**config.mk**
```make
export PLATFORM = sky130hd
export DESIGN_NAME = cpu_mem_loader
export DESIGN_NICKNAME = d
export VERILOG_FILES = /design/src/rtl/cpu_mem_loader.sv
export SDC_FILE = /design/constraint.sdc
export NUM_CORES = 1
export LEC_CHECK = 0
export CAP_MARGIN = 30
export CORE_MARGIN = 5
export CORE_UTILIZATION = 48
export DETAILED_ROUTE_END_ITERATION = 12
export PLACE_DENSITY = 0.89
export SLEW_MARGIN = 5
export SYNTH_ARGS = -nofsm -noshare
export SYNTH_HDL_FRONTEND = slang
export SYNTH_SLANG_ARGS = --single-unit
```
**constraint.sdc**
```tcl
create_clock -name clk -period 3.15 [get_ports clk]
set_input_delay 0.315 -clock clk [delete_from_list [all_inputs] [get_ports clk]]
set_output_delay 0.315 -clock clk [all_outputs]
set_load 0.01 [all_outputs]
```
**src/rtl/cpu_mem_loader.sv**
```systemverilog
// cpu_mem_loader
//   Host-side sequencer for the CPU's external memory ports. It streams
//   words into instruction memory and then data memory, enables the CPU for
//   a programmed number of cycles, and streams a data-memory window back
//   out. The CPU memories are the responders on the *_ext ports.
//
// Ports
//   clk, rst                 clock, synchronous active-high reset
//   start                    one-cycle start pulse, honoured only when idle
//   imem_len, dmem_len       words to load (saturate at the memory depths)
//   run_cycles               CPU enable cycles
//   dump_base, dump_len      data-memory window to read back (wraps)
//   s_valid/s_data/s_ready   input word stream
//   m_valid/m_data/m_ready   output word stream
//   cpu_enable               CPU run enable
//   addr_ext .. wdata_ext    imem external port (ren_ext tied low)
//   addr_ext_2 .. rdata_ext_2 dmem external port, read data 1 cycle late
//   busy, done               status; done pulses once per completed run
//
// Build option
//   LOADER_CSUM_EN adds output csum: running sum of every accepted input
//   word and every delivered output word, cleared at start.

module cpu_mem_loader #(
   parameter int DATA_W     = 32,
   parameter int IMEM_DEPTH = 512,
   parameter int DMEM_DEPTH = 1024,
   parameter int LEN_W      = 11
) (
`ifdef LOADER_CSUM_EN
   output logic [DATA_W-1:0] csum,
`endif
   input  logic              clk,
   input  logic              rst,
   input  logic              start,
   input  logic [LEN_W-1:0]  imem_len,
   input  logic [LEN_W-1:0]  dmem_len,
   input  logic [31:0]       run_cycles,
   input  logic [LEN_W-1:0]  dump_base,
   input  logic [LEN_W-1:0]  dump_len,
   input  logic              s_valid,
   input  logic [DATA_W-1:0] s_data,
   output logic              s_ready,
   output logic              m_valid,
   output logic [DATA_W-1:0] m_data,
   input  logic              m_ready,
   output logic              cpu_enable,
   output logic [31:0]       addr_ext,
   output logic              wen_ext,
   output logic              ren_ext,
   output logic [DATA_W-1:0] wdata_ext,
   output logic [31:0]       addr_ext_2,
   output logic              wen_ext_2,
   output logic              ren_ext_2,
   output logic [DATA_W-1:0] wdata_ext_2,
   input  logic [DATA_W-1:0] rdata_ext_2,
   output logic              busy,
   output logic              done
);

   // state    | meaning
   // S_IDLE   | waiting for start
   // S_LOAD_I | streaming words into imem
   // S_LOAD_D | streaming words into dmem
   // S_RUN    | cpu_enable high for the programmed cycle count
   // S_DUMP   | reading the dmem window out, one read in flight
   // S_FINISH | single cycle before done is pulsed
   typedef enum logic [2:0] {
      S_IDLE, S_LOAD_I, S_LOAD_D, S_RUN, S_DUMP, S_FINISH
   } state_t;

   localparam logic [LEN_W-1:0] IMAX  = LEN_W'(IMEM_DEPTH);
   localparam logic [LEN_W-1:0] DMAX  = LEN_W'(DMEM_DEPTH);
   localparam logic [LEN_W-1:0] DLAST = LEN_W'(DMEM_DEPTH - 1);
   localparam logic [LEN_W-1:0] ONE   = LEN_W'(1);

   state_t              state_q, state_d;
   logic [LEN_W-1:0]    ilen_q, ilen_d, dlen_q, dlen_d, mlen_q, mlen_d;
   logic [LEN_W-1:0]    base_q, base_d, idx_q, idx_d;
   logic [31:0]         run_q, run_d;
   logic                wen_q, wen_d, wen2_q, wen2_d, ren2_q, ren2_d;
   logic [LEN_W-1:0]    addr_q, addr_d, addr2_q, addr2_d;
   logic [DATA_W-1:0]   wdata_q, wdata_d, wdata2_q, wdata2_d;
   logic                m_valid_q, m_valid_d, cap_q, cap_d, done_q, done_d;
   logic [DATA_W-1:0]   m_data_q, m_data_d;
`ifdef LOADER_CSUM_EN
   logic [DATA_W-1:0]   csum_q, csum_d;
`endif

   logic [LEN_W-1:0]    sat_ilen, sat_dlen, sat_mlen, base_wrap;
   logic                issue;

   assign sat_ilen  = (imem_len > IMAX) ? IMAX : imem_len;
   assign sat_dlen  = (dmem_len > DMAX) ? DMAX : dmem_len;
   assign sat_mlen  = (dump_len > DMAX) ? DMAX : dump_len;
   assign base_wrap = (dump_base >= DMAX) ? dump_base - DMAX : dump_base;

   // First phase at or after 'from' that has work to do; empty phases are
   // skipped within the same transition.
   function automatic state_t pick(input state_t from,
                                   input logic [LEN_W-1:0] il,
                                   input logic [LEN_W-1:0] dl,
                                   input logic [31:0] rc,
                                   input logic [LEN_W-1:0] ml);
      pick = S_FINISH;
      if (from <= S_DUMP   && ml != '0) pick = S_DUMP;
      if (from <= S_RUN    && rc != '0) pick = S_RUN;
      if (from <= S_LOAD_D && dl != '0) pick = S_LOAD_D;
      if (from <= S_LOAD_I && il != '0) pick = S_LOAD_I;
   endfunction

   assign busy       = (state_q != S_IDLE);
   assign s_ready    = (state_q == S_LOAD_I) || (state_q == S_LOAD_D);
   // The last load strobe may still be on the bus in the first RUN cycle;
   // holding the enable off until it clears keeps the CPU and the loader
   // from touching memory in the same cycle.
   assign cpu_enable = (state_q == S_RUN) && !wen_q && !wen2_q;

   always_comb begin
      state_d   = state_q;
      ilen_d    = ilen_q;
      dlen_d    = dlen_q;
      mlen_d    = mlen_q;
      base_d    = base_q;
      idx_d     = idx_q;
      run_d     = run_q;
      wen_d     = 1'b0;
      wen2_d    = 1'b0;
      ren2_d    = 1'b0;
      addr_d    = addr_q;
      wdata_d   = wdata_q;
      addr2_d   = addr2_q;
      wdata2_d  = wdata2_q;
      m_valid_d = m_valid_q;
      m_data_d  = m_data_q;
      cap_d     = 1'b0;
      done_d    = 1'b0;
      issue     = 1'b0;
`ifdef LOADER_CSUM_EN
      csum_d    = csum_q;
`endif
      case (state_q)
         S_IDLE: begin
            if (start) begin
               ilen_d  = sat_ilen;
               dlen_d  = sat_dlen;
               run_d   = run_cycles;
               mlen_d  = sat_mlen;
               base_d  = base_wrap;
               state_d = pick(S_LOAD_I, sat_ilen, sat_dlen, run_cycles, sat_mlen);
               idx_d   = (state_d == S_DUMP) ? base_wrap : '0;
`ifdef LOADER_CSUM_EN
               csum_d  = '0;
`endif
            end
         end
         S_LOAD_I: begin
            if (s_valid) begin
               wen_d   = 1'b1;
               addr_d  = idx_q;
               wdata_d = s_data;
               idx_d   = idx_q + ONE;
               ilen_d  = ilen_q - ONE;
`ifdef LOADER_CSUM_EN
               csum_d  = csum_q + s_data;
`endif
               if (ilen_q == ONE) begin
                  state_d = pick(S_LOAD_D, ilen_q, dlen_q, run_q, mlen_q);
                  idx_d   = (state_d == S_DUMP) ? base_q : '0;
               end
            end
         end
         S_LOAD_D: begin
            if (s_valid) begin
               wen2_d   = 1'b1;
               addr2_d  = idx_q;
               wdata2_d = s_data;
               idx_d    = idx_q + ONE;
               dlen_d   = dlen_q - ONE;
`ifdef LOADER_CSUM_EN
               csum_d   = csum_q + s_data;
`endif
               if (dlen_q == ONE) begin
                  state_d = pick(S_RUN, ilen_q, dlen_q, run_q, mlen_q);
                  idx_d   = (state_d == S_DUMP) ? base_q : '0;
               end
            end
         end
         S_RUN: begin
            if (cpu_enable) begin
               run_d = run_q - 32'd1;
               if (run_q == 32'd1) begin
                  state_d = pick(S_DUMP, ilen_q, dlen_q, run_q, mlen_q);
                  idx_d   = base_q;
               end
            end
         end
         S_DUMP: begin
            cap_d = ren2_q;
            if (cap_q) begin
               m_valid_d = 1'b1;
               m_data_d  = rdata_ext_2;
            end
            // Nothing in flight and nothing held: only true on DUMP entry.
            if (!ren2_q && !cap_q && !m_valid_q) begin
               issue = 1'b1;
            end else if (m_valid_q && m_ready) begin
               m_valid_d = 1'b0;
               mlen_d    = mlen_q - ONE;
`ifdef LOADER_CSUM_EN
               csum_d    = csum_q + m_data_q;
`endif
               if (mlen_q == ONE) state_d = S_FINISH;
               else               issue   = 1'b1;
            end
         end
         S_FINISH: begin
            state_d = S_IDLE;
            done_d  = 1'b1;
         end
         default: state_d = S_IDLE;
      endcase
      if (issue) begin
         ren2_d  = 1'b1;
         addr2_d = idx_q;
         idx_d   = (idx_q == DLAST) ? '0 : idx_q + ONE;
      end
   end

   always_ff @(posedge clk) begin
      if (rst) begin
         state_q   <= S_IDLE;
         ilen_q    <= '0;
         dlen_q    <= '0;
         mlen_q    <= '0;
         base_q    <= '0;
         idx_q     <= '0;
         run_q     <= '0;
         wen_q     <= 1'b0;
         wen2_q    <= 1'b0;
         ren2_q    <= 1'b0;
         addr_q    <= '0;
         wdata_q   <= '0;
         addr2_q   <= '0;
         wdata2_q  <= '0;
         m_valid_q <= 1'b0;
         m_data_q  <= '0;
         cap_q     <= 1'b0;
         done_q    <= 1'b0;
`ifdef LOADER_CSUM_EN
         csum_q    <= '0;
`endif
      end else begin
         state_q   <= state_d;
         ilen_q    <= ilen_d;
         dlen_q    <= dlen_d;
         mlen_q    <= mlen_d;
         base_q    <= base_d;
         idx_q     <= idx_d;
         run_q     <= run_d;
         wen_q     <= wen_d;
         wen2_q    <= wen2_d;
         ren2_q    <= ren2_d;
         addr_q    <= addr_d;
         wdata_q   <= wdata_d;
         addr2_q   <= addr2_d;
         wdata2_q  <= wdata2_d;
         m_valid_q <= m_valid_d;
         m_data_q  <= m_data_d;
         cap_q     <= cap_d;
         done_q    <= done_d;
`ifdef LOADER_CSUM_EN
         csum_q    <= csum_d;
`endif
      end
   end

   assign addr_ext    = {{(32-LEN_W){1'b0}}, addr_q};
   assign wen_ext     = wen_q;
   assign ren_ext     = 1'b0;
   assign wdata_ext   = wdata_q;
   assign addr_ext_2  = {{(32-LEN_W){1'b0}}, addr2_q};
   assign wen_ext_2   = wen2_q;
   assign ren_ext_2   = ren2_q;
   assign wdata_ext_2 = wdata2_q;
   assign m_valid     = m_valid_q;
   assign m_data      = m_data_q;
   assign done        = done_q;
`ifdef LOADER_CSUM_EN
   assign csum        = csum_q;
`endif

endmodule

```
==> impl_metrics.tcl, run 1 <==
set metrics [dict create \
    status "finished, final reports clean" \
    critical-path-max-stage-delay_ps 500 \
    ir_worst_vdd_v 0.000543 \
    grt_max_degree 106 \
    crit_slowest_cell "or3b_2" \
    crit_top_cell "buf_4" \
    path_cells "inv_1, ha_1, or3b_2, o41ai_4, a21oi_2, buf_4, or2_2, nand3_1, buf_4, nor3_1, nor4_1" \
    n_fill_cell 1821 \
    path_max_fanout 15 \
    clk_path_buf_depth 3 \
    hold_violations 0 \
    start_util 0.482 \
    grt_pass1_wl_um 52500 \
    dp_slack_ps 143 \
    clock_sinks 214 \
    max_cap_viol_count 0 \
    ys_async_sr_fraction 0 \
    avgSynthCellArea_um2 7.39 \
    cp-start-kind "register" \
    wl_per_cell_um 17.4 \
    path_clk_slew_ps 60 \
    fin_crit_ps 3020 \
    clk_latency_ps 520 \
    yosysUniqueCellTypes 65 \
    rsz0062_at_grt "false" \
    htree_levels 1 \
    io-pin-count 314 \
    wirelength_um 33900 \
    ys_warn_count 0 \
    place_congestion 0.973 \
    num_rows 54 \
    grt.total_usage 0.257 \
    postRouteAntennaNets 0 \
    cts_hold_buf 0 \
    cts_root_buffer "clkbuf_16" \
    crit_required_ps 3540 \
    die_h_um 157 \
    area_delta_synth_final_pct 34.9 \
    seqCellArea_um2 4280 \
    drive_gt1_frac 0.0604 \
    hpwlAfterDp_um 23900 \
    finalSetupViolCount 0 \
    antenna_cells 0 \
    synth-edff-count 0 \
    hold_class "in2reg" \
    worst_slack_ps 131 \
    ys_seq_area_frac 0.411 \
    numPortBuffers 269 \
    max-slew-margin-rel 0.441 \
    nets 1811 \
    grt_overflow 0 \
    skew_ps 19.6 \
    vias 11300 \
    synth_ff_type "dfxtp_1" \
    postLayoutCoreUtil 0.651 \
    grt_antenna_before_repair 1 \
    syn_area_um2 10400 \
    worstPathArrival_ps 3410 \
    post-route-period-util 0.958 \
    ys_seq_elements 214 \
    post-cts-setup-buffer-count 0 \
    cts_made_buffers 24 \
    die_width_um 157 \
    drt_iter0_drc 811 \
    power.density_nw_per_um2 712 \
    holdWs_ps 340 \
    fmaxAchievable_mhz 331 \
    netlist_instances 1410 \
    multiInputGateArea_um2 5570 \
    report.final.slew_viol_count 0 \
    cts_tree "built" \
    dieArea_um2 24800 \
    tns_ps 0 \
    endpoint_kind "register" \
    core-area_um2 21600 \
    vias_per_cell 5.76 \
    grt_pass1_vias 10500 \
    power.leakage_nw 4.97 \
    critPathKind "reg2reg" \
    tightest_slew_ps 839 \
    first_pass_iters 5 \
    totalPowerFinal_mw 10.0 \
    drc_errors 0 \
]
[report_power, final]
group	switching, mW	leakage (nW)	total [mW]	internal [mW]
logic	2.26	2.86	3.77	1.51
registers	0.437	1.74	3.54	3.10
clock network	1.12	0.370	2.71	1.59
[cells in the final DEF (no fill, tap or decap), types with 9 or more instances in the layout]
master / instances
a211oi_1: 20
o31ai_1: 9
nor2_1: 121
o21ai_0: 66
inv_1: 20
a221oi_1: 12
nor4_1: 35
clkdlybuf4s50_1: 268
buf_4: 38
clkbuf_16: 24
ha_1: 10
o22ai_1: 11
a21oi_1: 200
conb_1: 43
dfxtp_1: 214
nor3_1: 48
nand3_1: 33
nand4_1: 13
a22oi_1: 16
nand2_1: 311
[worst max-delay path: cells and delay by family, from the launching register on]
family	cells	cell delay (ps)
flip-flops	1	320
AND/OR/NAND/NOR	5	1450
AO/OA/AOI/OAI	2	450
buffers and inverters	3	530
adder cells (fa/ha/maj)	1	150
[flip-flops by register name, indices dropped and copies added, names as in the netlist, 3 cells and up]
register and flops:
run_q 32, base_q 11, mlen_q 11, dlen_q 11, wdata_ext_2 32, state_q 3, addr_q 11, idx_q 11
addr2_q 11, wdata_ext 32, m_data 32, ilen_q 11
[cell type report]
type	count	share of cell area
multi-input combinational	1087	0.396
sequential	214	0.305
timing repair buffer	309	0.215
clock buffer	35	0.0485
tap	280	0.0249
clock inverter	8	0.00578
inverter	20	0.00534
[cell families (layout without fill, tap and decap cells)]
group                    after synthesis  after routing  synth area share
AND/OR/NAND/NOR                      633            633             0.274
AO/OA/AOI/OAI                        391            391             0.224
flip-flops                           214            214             0.411
buffers and inverters                151            372            0.0702
adder cells (fa/ha/maj)               10             10            0.0120
XOR/XNOR                               8              8           0.00672
multiplexers                           2              2           0.00192
other                                  1             43          0.000360
[Yosys cell counts (all sizes together), types with 7 or more instances]
cell,instances,area [µm²]
buf,44,330
a22oi,16,120
and3,7,43.8
o21ai,67,335
nand3,33,165
or4,9,71.3
and2,9,57.6
nor3b,7,52.6
o22ai,11,68.8
o32ai,7,68.8
nor4,36,231
ha,10,125
nand2,311,1170
nor2,122,460
o31ai,9,67.6
a211oi,20,150
a31oi,8,50.1
or3,9,61.3
clkbuf,87,327
inv,20,75.1
dfxtp,214,4280
nand4,13,81.3
nor3,49,245
a221oi,12,105
a21oi,201,1010
a22o,9,81.3
[metal layers]
| layer | GRT usage | part of all wire |
|---|---|---|
| met5 | 0 | 0.00021 |
| met4 | 0.100 | 0.036 |
| met3 | 0.0863 | 0.11 |
| met2 | 0.435 | 0.48 |
| met1 | 0.301 | 0.37 |
[final timing paths]
| path | start | end | slack [ps] | cells past startpoint |
|---|---|---|---|---|
| worst max-delay path | mlen_q[1]$_SDFFE_PP0P_ | idx_q[2]$_SDFFE_PP0P_ | 130 | 11 |
| worst min-delay path | rst | run_q[14]$_SDFFE_PP0P_ | 340 | 2 |
| worst max register to register | mlen_q[1]$_SDFFE_PP0P_ | idx_q[2]$_SDFFE_PP0P_ | 130 | 11 |
| worst min register to register | addr2_q[6]$_SDFFE_PP0P_ | addr2_q[6]$_SDFFE_PP0P_ | 450 | 2 |
[stage by stage]
| stage | area, µm² | cells |
|---|---|---|
| 2_1_floorplan | 10600 | 1452 |
| 3_3_place_gp | 13300 | 1910 |
| 3_5_place_dp | 13300 | 1910 |
| 4_1_cts | 14100 | 1953 |
| 5_1_grt | 14100 | 1953 |
| 6_report | 14100 | 1953 |
[repair_timing]
| action | in CTS | in global routing |
|---|---|---|
| hold endpoints to repair | 0 | 0 |
| resized for setup | 0 | 1 |
| endpoints found under the setup margin | 0 | 1 |
No activity file was read; power rests on OpenSTA's default activity.
==> run 2, diff against run 1 <==
Settings changed: CORE_UTILIZATION 48 to 43, PLACE_DENSITY 0.89 to 0.85.
Clock period 3.15 ns to 2.72 ns, I/O delays scaled along.
==> run 2 against run 1 <==
Against the previous run:
- worst setup slack lost 54 ps
- wire length rose by 0.87%
- die area rose by 11%
- utilization down 5.6 points
- count of clock-buffer cells in the layout grew 1
- register-to-register slack lost 50 ps
- sequential power up 14%
- largest cell class unchanged
- power increased by 17%
- first-iteration DRC count increased by 9.1%
- worst hold slack got worse by 51 ps
- global-route usage is 2.4 points lower
- clock skew up 7.5 ps
==> impl_metrics.tcl, run 2 (synthesized netlist as in run 1, its figures left out) <==
set metrics [dict create \
    status "finished, final reports clean" \
    drive_gt1_frac 0.0782 \
    dp_slack_ps -157 \
    clkPwrFrac 0.261 \
    crit_required_ps 3140 \
    numPortBuffers 269 \
    skew_ps 27.2 \
    vias 11100 \
    postRouteAntennaNets 0 \
    cts_tree "built" \
    clk_path_buf_depth 3 \
    finalSetupViolCount 0 \
    holdWs_ps 288 \
    n_fill_cell 2152 \
    grt_overflow 0 \
    wirelength_um 34200 \
    die_h_um 166 \
    postLayoutCoreUtil 0.594 \
    nets 1841 \
    final_cell_mix "nand2_1 (311), clkdlybuf4s50_1 (268), dfxtp_1 (212)" \
    rsz0062_at_grt "false" \
    core-area_um2 24100 \
    first_pass_iters 5 \
    htree_levels 1 \
    grtUsageMet1 0.276 \
    worst_slack_ps 76.9 \
    num_rows 57 \
    tightest_slew_ps 917 \
    stdcell_count 2026 \
    cts_made_buffers 24 \
    hpwlAfterDp_um 24500 \
    max-slew-margin-rel 0.388 \
    drc_errors 0 \
    critPathKind "reg2reg" \
    dieArea_um2 27500 \
    worstPathArrival_ps 3060 \
    fmaxAchievable_mhz 378 \
    design_area_um2 14300 \
    tns_ps 0 \
    power.density_nw_per_um2 817 \
    vias_per_cell 5.49 \
    max_cap_viol_count 0 \
    io-pin-count 314 \
    cp-start-kind "register" \
    dp_cells 1984 \
    cts_hold_buf 0 \
    grt_pass1_vias 10500 \
    hold_class "in2reg" \
    use_met3 0.0837 \
    drt_iter0_drc 885 \
    final_common_cell "nand2_1" \
    clock_sinks 214 \
    cts_root_buffer "clkbuf_16" \
    comb_power_share 0.393 \
    power.leakage_nw 5.12 \
    swShare 0.381 \
    use_met2 0.400 \
    busiest_layer "met2" \
    path_max_fanout 4 \
    ir_worst_vdd_v 0.000561 \
    area_delta_synth_final_pct 37.4 \
    placed_area_um2 13600 \
    p_switching_mw 4.45 \
    report.final.slew_viol_count 0 \
    intPower_mw 7.24 \
    die_width_um 166 \
    seq_power_share 0.346 \
    place_congestion 0.917 \
    path_clk_slew_ps 60 \
    grt_antenna_before_repair 2 \
    wl_per_cell_um 16.9 \
    fin_crit_ps 2640 \
    grt.total_usage 0.233 \
    grt_pass1_wl_um 54400 \
    hold_violations 0 \
    totalPowerFinal_mw 11.7 \
    clk_latency_ps 530 \
    grt_max_degree 109 \
    post-route-period-util 0.972 \
    endpoint_kind "register" \
    start_util 0.433 \
]
## run 2: power groups by stage
stage | clock, mW | combinational [mW] | sequential [mW]
after CTS | 3.12 | 4.54 | 4.03
after global placement | 0 | 4.41 | 4.06
after detailed placement | 0 | 4.51 | 4.09
after global routing | 3.26 | 5.06 | 4.12
after floorplan | 0 | 2.88 | 4.03
final | 3.05 | 4.60 | 4.05
## run 2: path summary, 6_finish.rpt
| check | from | to | slack, ps | cells after the start |
|---|---|---|---|---|
| hold / removal | rst | run_q[9]$_SDFFE_PP0P_ | 290 | 2 |
| setup reg to reg | mlen_q[1]$_SDFFE_PP0P_ | idx_q[2]$_SDFFE_PP0P_ | 80 | 10 |
| hold reg to reg | wdata_ext[9]$_SDFFE_PP0P_ | wdata_ext[9]$_SDFFE_PP0P_ | 450 | 2 |
| setup / recovery | mlen_q[1]$_SDFFE_PP0P_ | idx_q[2]$_SDFFE_PP0P_ | 80 | 10 |
## run 2: cell type report
type	count	area, µm²	share of cell area
sequential	214	4290	0.299
antenna	1	2.50	0.000175
inverter	20	75.1	0.00524
clock inverter	5	36.3	0.00253
clock buffer	36	696	0.0486
multi-input combinational	1087	5580	0.390
tap	324	405	0.0283
timing repair buffer	339	3240	0.226
## run 2: timing repair
| action | CTS | global route |
|---|---|---|
| pin swaps | 0 | 1 |
| gates resized for setup | 1 | 4 |
| setup endpoints to repair | 1 | 5 |
| buffers inserted | 0 | 0 |
| cloned | 0 | 0 |
## run 2: per-layer routing
metal	vias to the layer above	wire, µm
met2	483	16400
met3	70	3530
met5	-	13
met4	2	896
li1	5423	-
met1	5136	13400
## run 2: worst max-delay path: stages (launching register included)
cell and delay (ps):
dfxtp_1 320, inv_1 120, ha_1 150, or3b_2 500
o41ai_4 310, a21oi_2 150, nor4b_4 350, buf_4 190
a22o_2 140, nor3_1 40, nor4_1 280
==> run 3, diff against run 2 <==
Settings changed: CORE_UTILIZATION 43 to 40, PLACE_DENSITY 0.85 to 0.8.
==> run 3 against run 2 <==
Against the previous run:
- maximum frequency is 1.5% lower
- worst hold slack better by 13 ps
- non-clock buffer count is 8 higher
- sequential share of layout area is 0.50 points lower
- register-to-register slack worse by 40 ps
- clock power is 14% higher
- count of clock-buffer cells in the layout is 2 lower
- power is 4.5% higher
- wire length is 0.78% higher
- first-iteration DRC count is 13% higher
- combinational power is 2% higher
- critical path type unchanged
==> impl_metrics.tcl, run 3 (synthesized netlist as in run 1, its figures left out) <==
set metrics [dict create \
    status "finished, final reports clean" \
    core-area_um2 25800 \
    worstPathArrival_ps 3050 \
    die_width_um 171 \
    final_common_cell "nand2_1" \
    fmaxAchievable_mhz 373 \
    clk_latency_ps 530 \
    tightest_slew_ps 923 \
    final_cell_mix "nand2_1 (310), clkdlybuf4s50_1 (268), dfxtp_1 (212)" \
    grt_pass1_wl_um 53100 \
    io-pin-count 314 \
    power.density_nw_per_um2 838 \
    nets 1850 \
    grt_pass1_vias 10600 \
    drive_gt1_frac 0.0922 \
    grt_max_degree 108 \
    path_max_fanout 6 \
    crit_required_ps 3080 \
    post-route-period-util 0.987 \
    max-slew-margin-rel 0.385 \
    path_clk_slew_ps 60 \
    vias_per_cell 5.47 \
    cts_made_buffers 25 \
    start_util 0.404 \
    cp-start-kind "register" \
    drc_errors 0 \
    tns_ps 0 \
    endpoint_kind "register" \
    holdWs_ps 301 \
    grt_overflow 0 \
    critPathKind "reg2reg" \
    wl_per_cell_um 16.8 \
    grt_antenna_before_repair 3 \
    report.final.slew_viol_count 0 \
    clock_sinks 214 \
    vias 11200 \
    htree_levels 1 \
    num_rows 59 \
    max_cap_viol_count 0 \
    wirelength_um 34500 \
    stdcell_count 2050 \
    place_congestion 0.916 \
    grt.total_usage 0.218 \
    finalSetupViolCount 0 \
    drt_iter0_drc 999 \
    hold_class "in2reg" \
    totalPowerFinal_mw 12.2 \
    clk_path_buf_depth 3 \
    numPortBuffers 269 \
    skew_ps 14.6 \
    dieArea_um2 29400 \
    dp_cells 2002 \
    cts_tree "built" \
    postRouteAntennaNets 0 \
    die_h_um 171 \
    fin_crit_ps 2680 \
    cts_root_buffer "clkbuf_16" \
    power.leakage_nw 5.23 \
    area_delta_synth_final_pct 39.9 \
    ir_worst_vdd_v 0.000538 \
    hold_violations 0 \
    first_pass_iters 5 \
    hpwlAfterDp_um 24600 \
]
==> run 3: final cells by class <==
cell class              instances  area, µm²
flip-flops and latches        214       4290
diodes                          2       5.00
fillers                      2374      11200
multi-input cells            1087       5630
repair buffers                347       3310
clock buffers                  34        719
well taps                     335        419
inverters                      20       75.1
clock inverters                11        139
==> run 3: per-stage QoR <==
stage	instance area [µm²]	setup slack, ps	utilization
after global placement	13600	-37.4	0.528
after global routing	14600	-63.8	0.565
after CTS	14500	7.31	0.562
after floorplan	10600	224	-
after detailed placement	13600	-112	0.528
final	14600	35.7	0.565
==> run 3: final timing paths <==
| kind | from | end | slack [ps] | cells after the start |
|---|---|---|---|---|
| worst max-delay path | dlen_q[0]$_SDFFE_PP0P_ | state_q[0]$_SDFFE_PP0P_ | 40 | 8 |
| worst max register to register | dlen_q[0]$_SDFFE_PP0P_ | state_q[0]$_SDFFE_PP0P_ | 40 | 8 |
| worst min-delay path | rdata_ext_2[8] | m_data[8]$_SDFFE_PP0P_ | 300 | 3 |
| worst min register to register | addr2_q[3]$_SDFFE_PP0P_ | addr2_q[3]$_SDFFE_PP0P_ | 450 | 2 |
==> run 3: per-layer routing <==
| metal | global-route usage | up-vias | wire [µm] |
|---|---|---|---|
| met5 | 0 | - | 13 |
| met4 | 0.0620 | 2 | 970 |
| met3 | 0.0671 | 72 | 3550 |
| met2 | 0.371 | 504 | 16400 |
| met1 | 0.265 | 5179 | 13500 |
| li1 | - | 5456 | - |
==> run 3: repair_timing <==
action                     4_1_cts  5_1_grt
hold buffers                     0        0
resized for setup                2       19
setup endpoints to repair        2       11
pin swaps                        0        6
buffers inserted                 0        1
==> run 3: where the power goes <==
group	internal, mW	switching, mW	total (mW)
Combinational	1.95	2.75	4.70
Clock	2.13	1.34	3.47
Sequential	3.60	0.465	4.06
Total	7.68	4.55	12.2
==> run 3: critical path: stages, from the launching register on <==
cell and delay (ps):
dfxtp_1 420, ha_1 180, or3b_2 470, nor3_1 260, buf_4 180, o22a_1 280
nand3_1 240, nor4_2 410, nor3_1 90
